==> src/rtl/seg_scan_ctrl_if.sv <==
// rtl/seg_scan_ctrl_if.sv - control and display-select signals between clock core, scanner and decoder
interface seg_scan_ctrl_if;
    logic       en;
    logic [2:0] bright;
    logic [5:0] blink_mask;
    logic [2:0] sel;
    logic       blank;
    logic       frame_tick;

    modport master (
        output en, bright, blink_mask,
        input  sel, blank, frame_tick
    );

    modport slave (
        input  en, bright, blink_mask,
        output sel, blank, frame_tick
    );
endinterface

==> src/rtl/seg_scan_ctrl.sv <==
// rtl/seg_scan_ctrl.sv - 6-digit seven-segment scan scheduler with dead time, blink and brightness PWM
module seg_scan_ctrl #(
    parameter int SLOT_CYCLES  = 50000,
    parameter int DEAD_CYCLES  = 500,
    parameter int BLINK_FRAMES = 128,
    parameter int NUM_DIG      = 6
) (
    input  logic            clk,
    input  logic            rst,
    seg_scan_ctrl_if.slave  bus
);
    localparam int SLOT_W  = (SLOT_CYCLES > 1) ? $clog2(SLOT_CYCLES) : 1;
    localparam int BLINK_W = (BLINK_FRAMES > 1) ? $clog2(BLINK_FRAMES) : 1;
    localparam int STEP    = (SLOT_CYCLES - DEAD_CYCLES) >> 3;
    localparam int WIN_W   = $clog2(8 * STEP + 1);
    localparam int CMP_W   = (WIN_W > SLOT_W) ? WIN_W : SLOT_W;

    localparam logic [SLOT_W-1:0]  SLOT_LAST  = SLOT_W'(SLOT_CYCLES - 1);
    localparam logic [SLOT_W-1:0]  DEAD_END   = SLOT_W'(DEAD_CYCLES);
    localparam logic [2:0]         SEL_LAST   = 3'(NUM_DIG - 1);
    localparam logic [BLINK_W-1:0] BLINK_LAST = BLINK_W'(BLINK_FRAMES - 1);
    localparam logic [CMP_W-1:0]   STEP_C     = CMP_W'(STEP);
    localparam logic [CMP_W-1:0]   DEAD_C     = CMP_W'(DEAD_CYCLES);

    logic [SLOT_W-1:0]  slot_cnt;
    logic [2:0]         sel_r;
    logic [BLINK_W-1:0] blink_cnt;
    logic               blink_phase;
    logic [2:0]         bright_r;
    logic               frame_tick_r;

    logic               slot_wrap;
    logic               frame_wrap;
    logic               dead;
    logic               lit;
    logic               blink_off;
    logic [CMP_W-1:0]   act;
    logic [CMP_W-1:0]   win;

    assign slot_wrap  = (slot_cnt == SLOT_LAST);
    assign frame_wrap = slot_wrap && (sel_r == SEL_LAST);

    always_ff @(posedge clk or posedge rst) begin
        if (rst) begin
            slot_cnt     <= '0;
            sel_r        <= '0;
            blink_cnt    <= '0;
            blink_phase  <= 1'b0;
            bright_r     <= 3'd7;
            frame_tick_r <= 1'b0;
        end else if (!bus.en) begin
            // Parked: blink state is kept so re-enabling does not restart the blink rhythm
            slot_cnt     <= '0;
            sel_r        <= '0;
            frame_tick_r <= 1'b0;
            bright_r     <= bus.bright;
        end else begin
            frame_tick_r <= frame_wrap;
            if (slot_wrap) begin
                slot_cnt <= '0;
                bright_r <= bus.bright;
                sel_r    <= (sel_r == SEL_LAST) ? 3'd0 : sel_r + 3'd1;
            end else begin
                slot_cnt <= slot_cnt + SLOT_W'(1);
            end
            if (frame_wrap) begin
                if (blink_cnt == BLINK_LAST) begin
                    blink_cnt   <= '0;
                    blink_phase <= ~blink_phase;
                end else begin
                    blink_cnt <= blink_cnt + BLINK_W'(1);
                end
            end
        end
    end

    // act underflows during dead time, but dead already forces blank there
    assign dead      = (slot_cnt < DEAD_END);
    assign act       = CMP_W'(slot_cnt) - DEAD_C;
    assign win       = (CMP_W'(bright_r) + CMP_W'(1)) * STEP_C;
    assign lit       = (act < win);
    assign blink_off = bus.blink_mask[sel_r] & blink_phase;

    assign bus.sel        = sel_r;
    assign bus.frame_tick = frame_tick_r;
    assign bus.blank      = !bus.en | dead | !lit | blink_off;
endmodule

==> src/flat_wrapper.sv <==
// flat-port wrapper written by rule: the top's interface ports become plain ports
module seg_scan_ctrl_flat 
#(
    parameter int SLOT_CYCLES  = 50000,
    parameter int DEAD_CYCLES  = 500,
    parameter int BLINK_FRAMES = 128,
    parameter int NUM_DIG      = 6
)
  (clk, rst, bus_en, bus_bright, bus_blink_mask, bus_sel, bus_blank, bus_frame_tick);
  seg_scan_ctrl_if bus_i ();
  input  logic clk;
  input  logic rst;
  input wire logic [$bits(bus_i.en)-1:0] bus_en;
  input wire logic [$bits(bus_i.bright)-1:0] bus_bright;
  input wire logic [$bits(bus_i.blink_mask)-1:0] bus_blink_mask;
  output wire logic [$bits(bus_i.sel)-1:0] bus_sel;
  output wire logic [$bits(bus_i.blank)-1:0] bus_blank;
  output wire logic [$bits(bus_i.frame_tick)-1:0] bus_frame_tick;
  assign bus_i.en = bus_en;
  assign bus_i.bright = bus_bright;
  assign bus_i.blink_mask = bus_blink_mask;
  assign bus_sel = bus_i.sel;
  assign bus_blank = bus_i.blank;
  assign bus_frame_tick = bus_i.frame_tick;
  seg_scan_ctrl #(.SLOT_CYCLES(SLOT_CYCLES), .DEAD_CYCLES(DEAD_CYCLES), .BLINK_FRAMES(BLINK_FRAMES), .NUM_DIG(NUM_DIG)) u_core (.clk(clk), .rst(rst), .bus(bus_i));
endmodule
==> config.mk <==
export PLATFORM = sky130hd
export DESIGN_NAME = seg_scan_ctrl_flat
export DESIGN_NICKNAME = d
export VERILOG_FILES = /design/src/rtl/seg_scan_ctrl_if.sv /design/src/rtl/seg_scan_ctrl.sv /design/src/flat_wrapper.sv
export SDC_FILE = /design/constraint.sdc
export NUM_CORES = 1
export LEC_CHECK = 0
export ABC_AREA = 1
export CELL_PAD_IN_SITES_DETAIL_PLACEMENT = 0
export CELL_PAD_IN_SITES_GLOBAL_PLACEMENT = 1
export CORE_ASPECT_RATIO = 0.8
export CORE_UTILIZATION = 40
export DETAILED_ROUTE_END_ITERATION = 16
export PLACE_DENSITY_LB_ADDON = 0.1
export SYNTH_ARGS = -nofsm -noshare
export SYNTH_HDL_FRONTEND = slang
export SYNTH_SLANG_ARGS = --single-unit
==> constraint.sdc <==
create_clock -name clk -period 12.3 [get_ports clk]
set_input_delay 2.46 -clock clk [delete_from_list [all_inputs] [get_ports clk]]
set_output_delay 2.46 -clock clk [all_outputs]
set_load 0.02 [all_outputs]
==> results of run 1 <==
[layer usage]
layer	vias to the layer above	wire length (µm)	GRT usage [%]
met4	0	26	3.08
met5	-	0	0
met1	1017	3190	27.5
met3	4	281	3.89
li1	1204	-	-
met2	36	2270	26.8
[sequential cells by signal, indices dropped and copies added, names as in the netlist]
signal and count:
u_core.blink_cnt 7, u_core.blink_phase 1, u_core.bright_r 3, u_core.bus.frame_tick 1
u_core.bus.sel 3, u_core.slot_cnt 16
[power by group through the flow]
stage,clock network (mW),logic (mW),registers (mW)
6_report,0.0899,0.0897,0.106
5_1_grt,0.0965,0.105,0.107
4_1_cts,0.0925,0.0910,0.106
3_5_place_dp,0,0.0896,0.108
3_3_place_gp,0,0.0895,0.108
2_1_floorplan,0,0.0676,0.108
[synthesized netlist by cell type, types with 2 or more instances]
| cell | number |
|---|---|
| dfrtp_1 | 28 |
| o21ai_0 | 8 |
| ha_1 | 34 |
| nor2_1 | 27 |
| fa_1 | 2 |
| clkinv_2 | 2 |
| nand2_1 | 72 |
| dfstp_2 | 3 |
| inv_2 | 4 |
| nor3_1 | 10 |
| nand3_1 | 24 |
| nor2_2 | 6 |
| a21oi_1 | 18 |
| xor2_1 | 14 |
| nor3_2 | 2 |
| nand2_2 | 2 |
| buf_6 | 3 |
| o21ai_1 | 10 |
| nand3_2 | 3 |
| xnor2_1 | 10 |
| a31oi_1 | 2 |
| nand4_1 | 6 |
| inv_1 | 54 |
| or2_2 | 3 |
[worst paths after layout]
kind,slack [ps],to,start,depth (start not counted)
min in group asynchronous,2580,u_core.slot_cnt[1]$_DFF_PP0_,rst,3
worst max register to register,10270,u_core.bus.sel[0]$_DFFE_PP0P_,u_core.slot_cnt[0]$_DFF_PP0_,8
worst min register to register,480,u_core.slot_cnt[0]$_DFF_PP0_,u_core.slot_cnt[0]$_DFF_PP0_,1
worst min-delay path,480,u_core.slot_cnt[0]$_DFF_PP0_,u_core.slot_cnt[0]$_DFF_PP0_,1
max in group asynchronous,9390,u_core.bright_r[0]$_DFFE_PP1P_,rst,3
worst max-delay path,5190,bus_blank,u_core.bright_r[0]$_DFFE_PP1P_,18
[cell families (layout without fill, tap and decap cells)]
logic type | after synthesis | after routing
xor gates and xnor gates | 24 | 24
DFF | 31 | 31
AOI/OAI and AO/OA | 43 | 43
adders and majority gates | 36 | 36
buffers and inverters | 64 | 85
and+or+nand+nor | 160 | 160
[area by class of cell]
type	instances	area, µm²	area share [%]
Tap cell	84	105	3.46
Multi-Input combinational cell	263	1660	54.6
Inverter	60	228	7.49
Sequential cell	31	779	25.6
Clock buffer	8	100	3.29
Timing Repair Buffer	17	168	5.51
[worst max-delay path, stage by stage (launching register included)]
cell and delay [ps]:
dfstp_2 630, inv_1 130, nor3_1 430, ha_1 350, fa_1 410, ha_1 340
nand3_1 80, nand2_1 90, a21oi_1 70, o21ai_0 260, a31oi_1 140, ha_1 310
nand3_1 70, nor2_1 100, nand3_1 90, a21oi_1 150, nor2_1 70, nand2_1 50
clkdlybuf4s50_1 590
==> results.sh, run 1 <==
export IMPL_status="complete, no violations"
export IMPL_setup_viol=0
export IMPL_combinationalPowerShare_pct=31.4
export IMPL_antenna_found_initial=0
export IMPL_clock_skew_ps=4.92
export IMPL_cts_sinks=31
export IMPL_worstPathMaxFanout=6
export IMPL_ios=17
export IMPL_yosysWarnings=0
export IMPL_fin_ws_ps=5190
export IMPL_synth_top_family_by_area="simple AND/OR/NAND/NOR gates"
export IMPL_tightest_slew_ps=517
export IMPL_syn_nets=406
export IMPL_firstDrtPassIters=4
export IMPL_synth_distinct_cells=35
export IMPL_grt_use_total_pct=18.2
export IMPL_num_vias=2261
export IMPL_rsz0062_at_grt="no"
export IMPL_holdWs_ps=483
export IMPL_finalPower_mw=0.286
export IMPL_min_period_ps=7110
export IMPL_synth_edf_count=0
export IMPL_p_leak_nw=1.53
export IMPL_n_antenna_cell=0
export IMPL_synth_simple_area_share_pct=27.8
export IMPL_cts_buffers=5
export IMPL_synthAdderAreaFrac_pct=17.2
export IMPL_ys_ff_latch=31
export IMPL_htree_levels=2
export IMPL_async_reset_ff_share_pct=100
export IMPL_drv_cap=0
export IMPL_cts_root_buf="clkbuf_8"
export IMPL_drcViolationCount=0
export IMPL_placed_cells=455
export IMPL_p_clk_share_pct=31.4
export IMPL_synth_area_leaders="dfrtp_1 (26%), ha_1 (16%), nand2_1 (10%)"
export IMPL_fmaxAchievable_mhz=141
export IMPL_portBuffers=16
export IMPL_crit_required_ps=9840
export IMPL_p_int_mw=0.194
export IMPL_clockBufferDepth=2
export IMPL_clk_pin_slew_ps=70
export IMPL_slew_viol_final=0
export IMPL_drt_iter0_drc=97
export IMPL_die_y_um=75.6
export IMPL_synth_mux_area_share_pct=0
export IMPL_synth_top_area_share_pct=25.9
export IMPL_synth_compound_area_share_pct=8.59
export IMPL_final_cells=463
export IMPL_wl_per_cell_um=12.5
export IMPL_cts_tree="built"
export IMPL_grt_pass1_wl_um=9910
export IMPL_die_w_um=94.0
export IMPL_hold_path_class="reg2reg"
export IMPL_ant_nets=0
export IMPL_synth_xor_area_share_pct=7.76
export IMPL_power_density_mw_per_mm2=94.0
export IMPL_fin_nets=426
export IMPL_seq_power_share_pct=37.2
export IMPL_switching_power_mw=0.0918
export IMPL_grt_pass1_vias=2109
export IMPL_timing_final_crit_share_pct=57.8
export IMPL_ys_flop_type="dfrtp_1"
export IMPL_cp_arrival_ps=4650
export IMPL_layout_drive_gt1_share_pct=9.76
export IMPL_viasPerCell=4.88
export IMPL_start_kind="flip-flop"
export IMPL_avgSynthCellArea_um2=7.57
export IMPL_overflow=0
export IMPL_syn_to_final_growth_pct=12.2
export IMPL_fill_cells=650
export IMPL_dieArea_mm2=0.00711
export IMPL_relSlewSlack_pct=65.3
export IMPL_holdBufCountCts=0
export IMPL_ctsResizeCount=0
export IMPL_final_cell_mix="nand2_1 (72), inv_1 (54), ha_1 (34), dfrtp_1 (28), nor2_1 (27)"
export IMPL_place_ws_ps=5420
export IMPL_coreArea_mm2=0.00647
export IMPL_hold_viol=0
export IMPL_place_area_mm2=0.00294
export IMPL_rows=26
export IMPL_syn_area_mm2=0.00271
export IMPL_hpwl_um=4590
export IMPL_final_area_mm2=0.00304
export IMPL_syn_inst=358
export IMPL_place_congestion=0.752
export IMPL_final_common_cell="nand2_1"
export IMPL_post_cts_buffers=0
export IMPL_initial_utilization_pct=41.9
export IMPL_ys_seq_area_share_pct=28.8
export IMPL_synth_largest_area_cell="dfrtp_1"
export IMPL_grt_max_degree=32
export IMPL_end_kind="primary output"
export IMPL_fin_tns_setup_ps=0
export IMPL_clk_latency_ps=280
export IMPL_wirelength_um=5770
export IMPL_worstSetupPathType="reg2out"
export IMPL_ir_worst_vdd_v=0.0000671
export IMPL_utilization_pct=47.0
export IMPL_switching_share_pct=32.1
Note: power is estimated with default switching activity, not from simulation.
==> inputs of run 2 (changes only) <==
==> constraint.sdc (replaced) <==
create_clock -name clk -period 7 [get_ports clk]
set_input_delay 1.4 -clock clk [delete_from_list [all_inputs] [get_ports clk]]
set_output_delay 1.4 -clock clk [all_outputs]
set_load 0.02 [all_outputs]
==> run 2 against run 1 <==
Net effect:
- via count shrank 1.1%
- flip-flop and latch count is the same
- design area shrank 0.37%
- power grew 71%
- highest routed layer unchanged
- global-route usage grew 0.057 points
- register-to-register slack lost 5300 ps
- wire length shrank 1.1%
- combinational power grew 79%
- utilization shrank 0.17 points
- largest cell class unchanged
==> results.sh, run 2 (synthesized netlist as in run 1, its figures left out) <==
export IMPL_ant_nets=0
export IMPL_cts_root_buf="clkbuf_8"
export IMPL_drt_iter0_drc=109
export IMPL_htree_levels=2
export IMPL_cts_buffers=5
export IMPL_register_area_um2=779
export IMPL_hold_viol=0
export IMPL_n_antenna_cell=0
export IMPL_final_cell_mix="nand2_1 (72), inv_1 (54), ha_1 (34), dfrtp_1 (28), nor2_1 (27)"
export IMPL_crit_required_ps=5600
export IMPL_worstPathMaxFanout=6
export IMPL_setup_viol=0
export IMPL_switching_power_mw=0.168
export IMPL_die_w_um=94.0
export IMPL_regToRegSetupSlack_ps=5010
export IMPL_clock_skew_ps=8.08
export IMPL_utilization_pct=46.8
export IMPL_start_kind="flip-flop"
export IMPL_worstSetupPathType="reg2out"
export IMPL_wl_per_cell_um=12.3
export IMPL_place_congestion=0.769
export IMPL_holdBufCountCts=0
export IMPL_firstDrtPassIters=4
export IMPL_p_int_mw=0.321
export IMPL_cts_sinks=31
export IMPL_grt_max_degree=32
export IMPL_r2r_end="u_core.bus.sel[0]$_DFFE_PP0P_"
export IMPL_clockBufferDepth=2
export IMPL_viasPerCell=4.83
export IMPL_drv_cap=0
export IMPL_cp_arrival_ps=4580
export IMPL_portBuffers=16
export IMPL_initial_utilization_pct=41.9
export IMPL_fin_tns_setup_ps=0
export IMPL_rows=26
export IMPL_seq_power_share_pct=38.1
export IMPL_hp_start="u_core.blink_cnt[6]$_DFFE_PP0P_"
export IMPL_timing_final_crit_share_pct=85.4
export IMPL_p_clk_share_pct=29.0
export IMPL_grt_pass1_wl_um=9940
export IMPL_top_regs="u_core.slot_cnt (16), u_core.blink_cnt (7)"
export IMPL_fin_nets=426
export IMPL_reg2reg_from="u_core.slot_cnt[0]$_DFF_PP0_"
export IMPL_ios=17
export IMPL_slew_viol_final=0
export IMPL_grt_pass1_vias=2110
export IMPL_min_period_ps=5980
export IMPL_die_y_um=75.6
export IMPL_worstRegToRegCells=8
export IMPL_holdPathStages=2
export IMPL_end_kind="primary output"
export IMPL_p_leak_nw=1.52
export IMPL_multi_input_area_mm2=0.00166
export IMPL_top_register="u_core.slot_cnt"
export IMPL_rsz0062_at_grt="no"
export IMPL_grt_use_total_pct=18.2
export IMPL_cts_tree="built"
export IMPL_hold_path_class="reg2reg"
export IMPL_finalPower_mw=0.489
export IMPL_largest_register_ff_count=16
export IMPL_dieArea_mm2=0.00711
export IMPL_combinationalPowerShare_pct=32.9
export IMPL_final_common_cell="nand2_1"
export IMPL_hpwl_um=4680
export IMPL_drcViolationCount=0
export IMPL_tightest_slew_ps=511
export IMPL_coreArea_mm2=0.00647
export IMPL_antenna_found_initial=0
export IMPL_fill_cells=668
export IMPL_relSlewSlack_pct=65.7
export IMPL_clk_latency_ps=280
export IMPL_clk_pin_slew_ps=70
export IMPL_switching_share_pct=34.3
export IMPL_power_density_mw_per_mm2=161
export IMPL_overflow=0
export IMPL_ctsResizeCount=0
export IMPL_ir_worst_vdd_v=0.0000946
export IMPL_fmaxAchievable_mhz=167
export IMPL_num_vias=2235
export IMPL_status="complete, no violations"
export IMPL_hold_path_endpoint="u_core.blink_cnt[6]$_DFFE_PP0P_"
export IMPL_layout_drive_gt1_share_pct=10.0
export IMPL_syn_to_final_growth_pct=11.8
export IMPL_post_cts_buffers=0
export IMPL_wirelength_um=5710
[run 2: worst max-delay path by stage]
stage	cells past startpoint	slack, ps	from	to
after floorplan	17	2160	u_core.bright_r[0]$_DFFE_PP1P_	bus_blank
after global placement	18	1400	u_core.bright_r[0]$_DFFE_PP1P_	bus_blank
after detailed placement	17	1310	u_core.bright_r[0]$_DFFE_PP1P_	bus_blank
after CTS	17	970	u_core.bright_r[0]$_DFFE_PP1P_	bus_blank
after global routing	18	600	u_core.bright_r[0]$_DFFE_PP1P_	bus_blank
final	17	1020	u_core.bright_r[0]$_DFFE_PP1P_	bus_blank
[run 2: per-stage QoR]
step           instance area [µm²]  instances  worst slack (ps)  hold slack [ps]
2_1_floorplan                 2710        358              2160              446
3_3_place_gp                  2940        455              1400              464
3_5_place_dp                  2940        455              1310              471
4_1_cts                       3030        463               972              489
5_1_grt                       3030        463               605              514
6_report                      3030        463              1020              486
[run 2: layer usage]
layer / track usage (%) / wire length (µm) / vias to the layer above
met4: 2.39 / 27 / 0
li1: - / - / 1200
met3: 4.59 / 166 / 4
met1: 27.7 / 3280 / 1010
met2: 26.6 / 2230 / 21
met5: 0 / 0 / -
[run 2: power by group through the flow]
| stage | clock (mW) | sequential (mW) | combinational, mW |
|---|---|---|---|
| 5_1_grt | 0.157 | 0.187 | 0.191 |
| 2_1_floorplan | 0 | 0.189 | 0.119 |
| 4_1_cts | 0.145 | 0.187 | 0.163 |
| 3_5_place_dp | 0 | 0.190 | 0.161 |
| 6_report | 0.142 | 0.186 | 0.161 |
| 3_3_place_gp | 0 | 0.190 | 0.162 |
[run 2: layout make-up]
| type | instances | area share [%] |
|---|---|---|
| tap | 84 | 3.47 |
| multi-input combinational | 263 | 54.8 |
| timing repair buffer | 17 | 5.53 |
| sequential | 31 | 25.7 |
| clock buffer | 5 | 2.27 |
| clock inverter | 3 | 0.661 |
| inverter | 60 | 7.51 |
[run 2: critical path: stages, from the launching register on]
cell and delay [ps]:
dfstp_2 600, inv_1 110, nor3_1 420, ha_1 350, fa_1 430, ha_1 350
nand3_1 90, nand2_1 100, a21oi_1 60, o21ai_0 250, xor2_1 130, ha_1 320
nand2_1 70, o21a_1 180, a21oi_1 140, nor2_1 60, nand2_1 50, clkdlybuf4s50_1 590
==> inputs of run 3 (changes only) <==
--- a/config.mk
+++ b/config.mk
@@ -9,7 +9,7 @@
 export CELL_PAD_IN_SITES_DETAIL_PLACEMENT = 0
 export CELL_PAD_IN_SITES_GLOBAL_PLACEMENT = 1
 export CORE_ASPECT_RATIO = 0.8
-export CORE_UTILIZATION = 40
+export CORE_UTILIZATION = 45
 export DETAILED_ROUTE_END_ITERATION = 16
 export PLACE_DENSITY_LB_ADDON = 0.1
 export SYNTH_ARGS = -nofsm -noshare
==> run 3 against run 2 <==
Net effect:
- worst setup slack got worse by 3.6 ps
- cell count shrank 1.3%
- combinational power barely moved
- sequential share of layout area barely moved
- clock power increased by 9.9%
- critical path type unchanged
- highest routed layer unchanged
==> results.sh, run 3 (synthesized netlist as in run 1, its figures left out) <==
export IMPL_status="complete, no violations"
export IMPL_p_leak_nw=1.53
export IMPL_worstSetupPathType="reg2out"
export IMPL_portBuffers=16
export IMPL_wirelength_um=5700
export IMPL_ctsResizeCount=0
export IMPL_tightest_slew_ps=519
export IMPL_overflow=0
export IMPL_htree_levels=2
export IMPL_hp_start="u_core.slot_cnt[0]$_DFF_PP0_"
export IMPL_combinationalPowerShare_pct=32.1
export IMPL_die_w_um=88.8
export IMPL_initial_utilization_pct=48.3
export IMPL_multi_input_area_mm2=0.00166
export IMPL_timing_final_crit_share_pct=85.5
export IMPL_top_register="u_core.slot_cnt"
export IMPL_switching_share_pct=32.2
export IMPL_firstDrtPassIters=4
export IMPL_clockBufferDepth=2
export IMPL_p_clk_share_pct=30.9
export IMPL_syn_to_final_growth_pct=12.0
export IMPL_post_cts_buffers=0
export IMPL_min_period_ps=5980
export IMPL_worstRegToRegCells=8
export IMPL_path_cells="inv_1, nor3_1, ha_1, fa_1, ha_1, nand3_1, nand2_1, a21oi_1, o21ai_0, a31oi_1, ha_1, nand3_1, nor2_1, nand3_1, a21oi_1, nor2_1, nand2_1, clkdlybuf4s50_1"
export IMPL_die_y_um=71.4
export IMPL_clk_latency_ps=280
export IMPL_viasPerCell=4.89
export IMPL_start_kind="flip-flop"
export IMPL_holdPathStages=1
export IMPL_slew_viol_final=0
export IMPL_cpMaxStageDelayCell="dfstp_2"
export IMPL_cp_num_buf_inv=2
export IMPL_crit_family="adder cells"
export IMPL_place_congestion=0.839
export IMPL_reg2reg_from="u_core.slot_cnt[0]$_DFF_PP0_"
export IMPL_grt_use_total_pct=20.7
export IMPL_ant_nets=0
export IMPL_switching_power_mw=0.163
export IMPL_grt_pass1_wl_um=10100
export IMPL_relSlewSlack_pct=65.4
export IMPL_critPathMaxStageDelay_ps=610
export IMPL_drt_iter0_drc=81
export IMPL_p_int_mw=0.343
export IMPL_end_kind="primary output"
export IMPL_coreArea_mm2=0.00562
export IMPL_n_antenna_cell=0
export IMPL_setup_viol=0
export IMPL_layout_drive_gt1_share_pct=9.76
export IMPL_num_vias=2235
export IMPL_cts_root_buf="clkbuf_8"
export IMPL_hold_path_class="reg2reg"
export IMPL_cts_sinks=31
export IMPL_clk_pin_slew_ps=60
export IMPL_ir_worst_vdd_v=0.0000985
export IMPL_cp_arrival_ps=4580
export IMPL_largest_register_ff_count=16
export IMPL_worstPathMaxFanout=6
export IMPL_rows=24
export IMPL_holdBufCountCts=0
export IMPL_cts_buffers=5
export IMPL_clock_skew_ps=4.92
export IMPL_antenna_found_initial=0
export IMPL_final_area_mm2=0.00303
export IMPL_drcViolationCount=0
export IMPL_wl_per_cell_um=12.5
export IMPL_register_area_um2=779
export IMPL_rsz0062_at_grt="no"
export IMPL_final_cell_mix="nand2_1 (72), inv_1 (54), ha_1 (34), dfrtp_1 (28), nor2_1 (27)"
export IMPL_fin_nets=426
export IMPL_fill_cells=549
export IMPL_place_area_mm2=0.00293
export IMPL_drv_cap=0
export IMPL_fin_tns_setup_ps=0
export IMPL_dieArea_mm2=0.00634
export IMPL_top_regs="u_core.slot_cnt (16), u_core.blink_cnt (7)"
export IMPL_r2r_end="u_core.bus.sel[0]$_DFFE_PP0P_"
export IMPL_hpwl_um=4630
export IMPL_grt_max_degree=32
export IMPL_seq_power_share_pct=37.0
export IMPL_hold_path_endpoint="u_core.slot_cnt[0]$_DFF_PP0_"
export IMPL_power_density_mw_per_mm2=167
export IMPL_regToRegSetupSlack_ps=4980
export IMPL_crit_required_ps=5600
export IMPL_hold_viol=0
export IMPL_cts_tree="built"
export IMPL_ios=17
export IMPL_final_common_cell="nand2_1"
export IMPL_grt_pass1_vias=2123
export IMPL_fmaxAchievable_mhz=167
==> run 3: changes by cell type in the layout (fill, tap and decap cells not counted), sizes merged <==
cell / previous run / this run
clkbuf: 5 / 8
clkinvlp: 2 / 0
clkinv: 3 / 2
==> run 3: worst reg2reg max path: stages, from the launching register on <==
cell and delay (ps):
dfrtp_1 410, ha_1 240, nand2_1 160, inv_1 130, nand3_2 110, nor3_4 50
nor2_2 410, inv_2 240, o21ai_0 200
==> run 3: final cells by class <==
type / instances / area share [%]
well taps: 78 / 3.22
repair buffers: 17 / 5.53
multi-input cells: 263 / 54.8
inverters: 60 / 7.51
clock buffers: 8 / 3.30
flip-flops and latches: 31 / 25.7
==> run 3: layer usage <==
metal | vias to the layer above | share of wire [%] | routed length [µm] | global-route usage, %
met5 | - | 0 | 0 | 0
met4 | 0 | 0.81 | 46 | 4.48
met3 | 7 | 2.6 | 149 | 3.80
met2 | 25 | 40 | 2270 | 29.8
met1 | 1002 | 57 | 3240 | 31.9
li1 | 1201 | - | - | -
==> run 3: metrics by stage <==
step	utilization (%)	hold WS [ps]	worst slack [ps]	total power, mW	std cells
after global placement	52.3	464	1440	0.352	449
after CTS	54.0	490	1010	0.509	457
after floorplan	-	446	2160	0.308	358
after detailed placement	52.3	473	1340	0.351	449
final	54.0	486	1020	0.505	457
after global routing	54.0	518	706	0.546	457
==> run 3: power by group through the flow <==
| stage | Sequential, mW | Combinational [mW] | Clock [mW] |
|---|---|---|---|
| finish | 0.187 | 0.162 | 0.156 |
| global route | 0.187 | 0.190 | 0.169 |
| CTS | 0.187 | 0.163 | 0.159 |
| global placement | 0.190 | 0.162 | 0 |
| detailed placement | 0.190 | 0.161 | 0 |
| floorplan | 0.189 | 0.119 | 0 |
==> run 3: worst max-delay path by stage <==
stage | cells after the start | endpoint | startpoint | slack [ps]
floorplan | 17 | bus_blank | u_core.bright_r[0]$_DFFE_PP1P_ | 2160
global placement | 18 | bus_blank | u_core.bright_r[0]$_DFFE_PP1P_ | 1440
detailed placement | 18 | bus_blank | u_core.bright_r[0]$_DFFE_PP1P_ | 1340
CTS | 18 | bus_blank | u_core.bright_r[0]$_DFFE_PP1P_ | 1010
global route | 18 | bus_blank | u_core.bright_r[0]$_DFFE_PP1P_ | 710
finish | 18 | bus_blank | u_core.bright_r[0]$_DFFE_PP1P_ | 1020
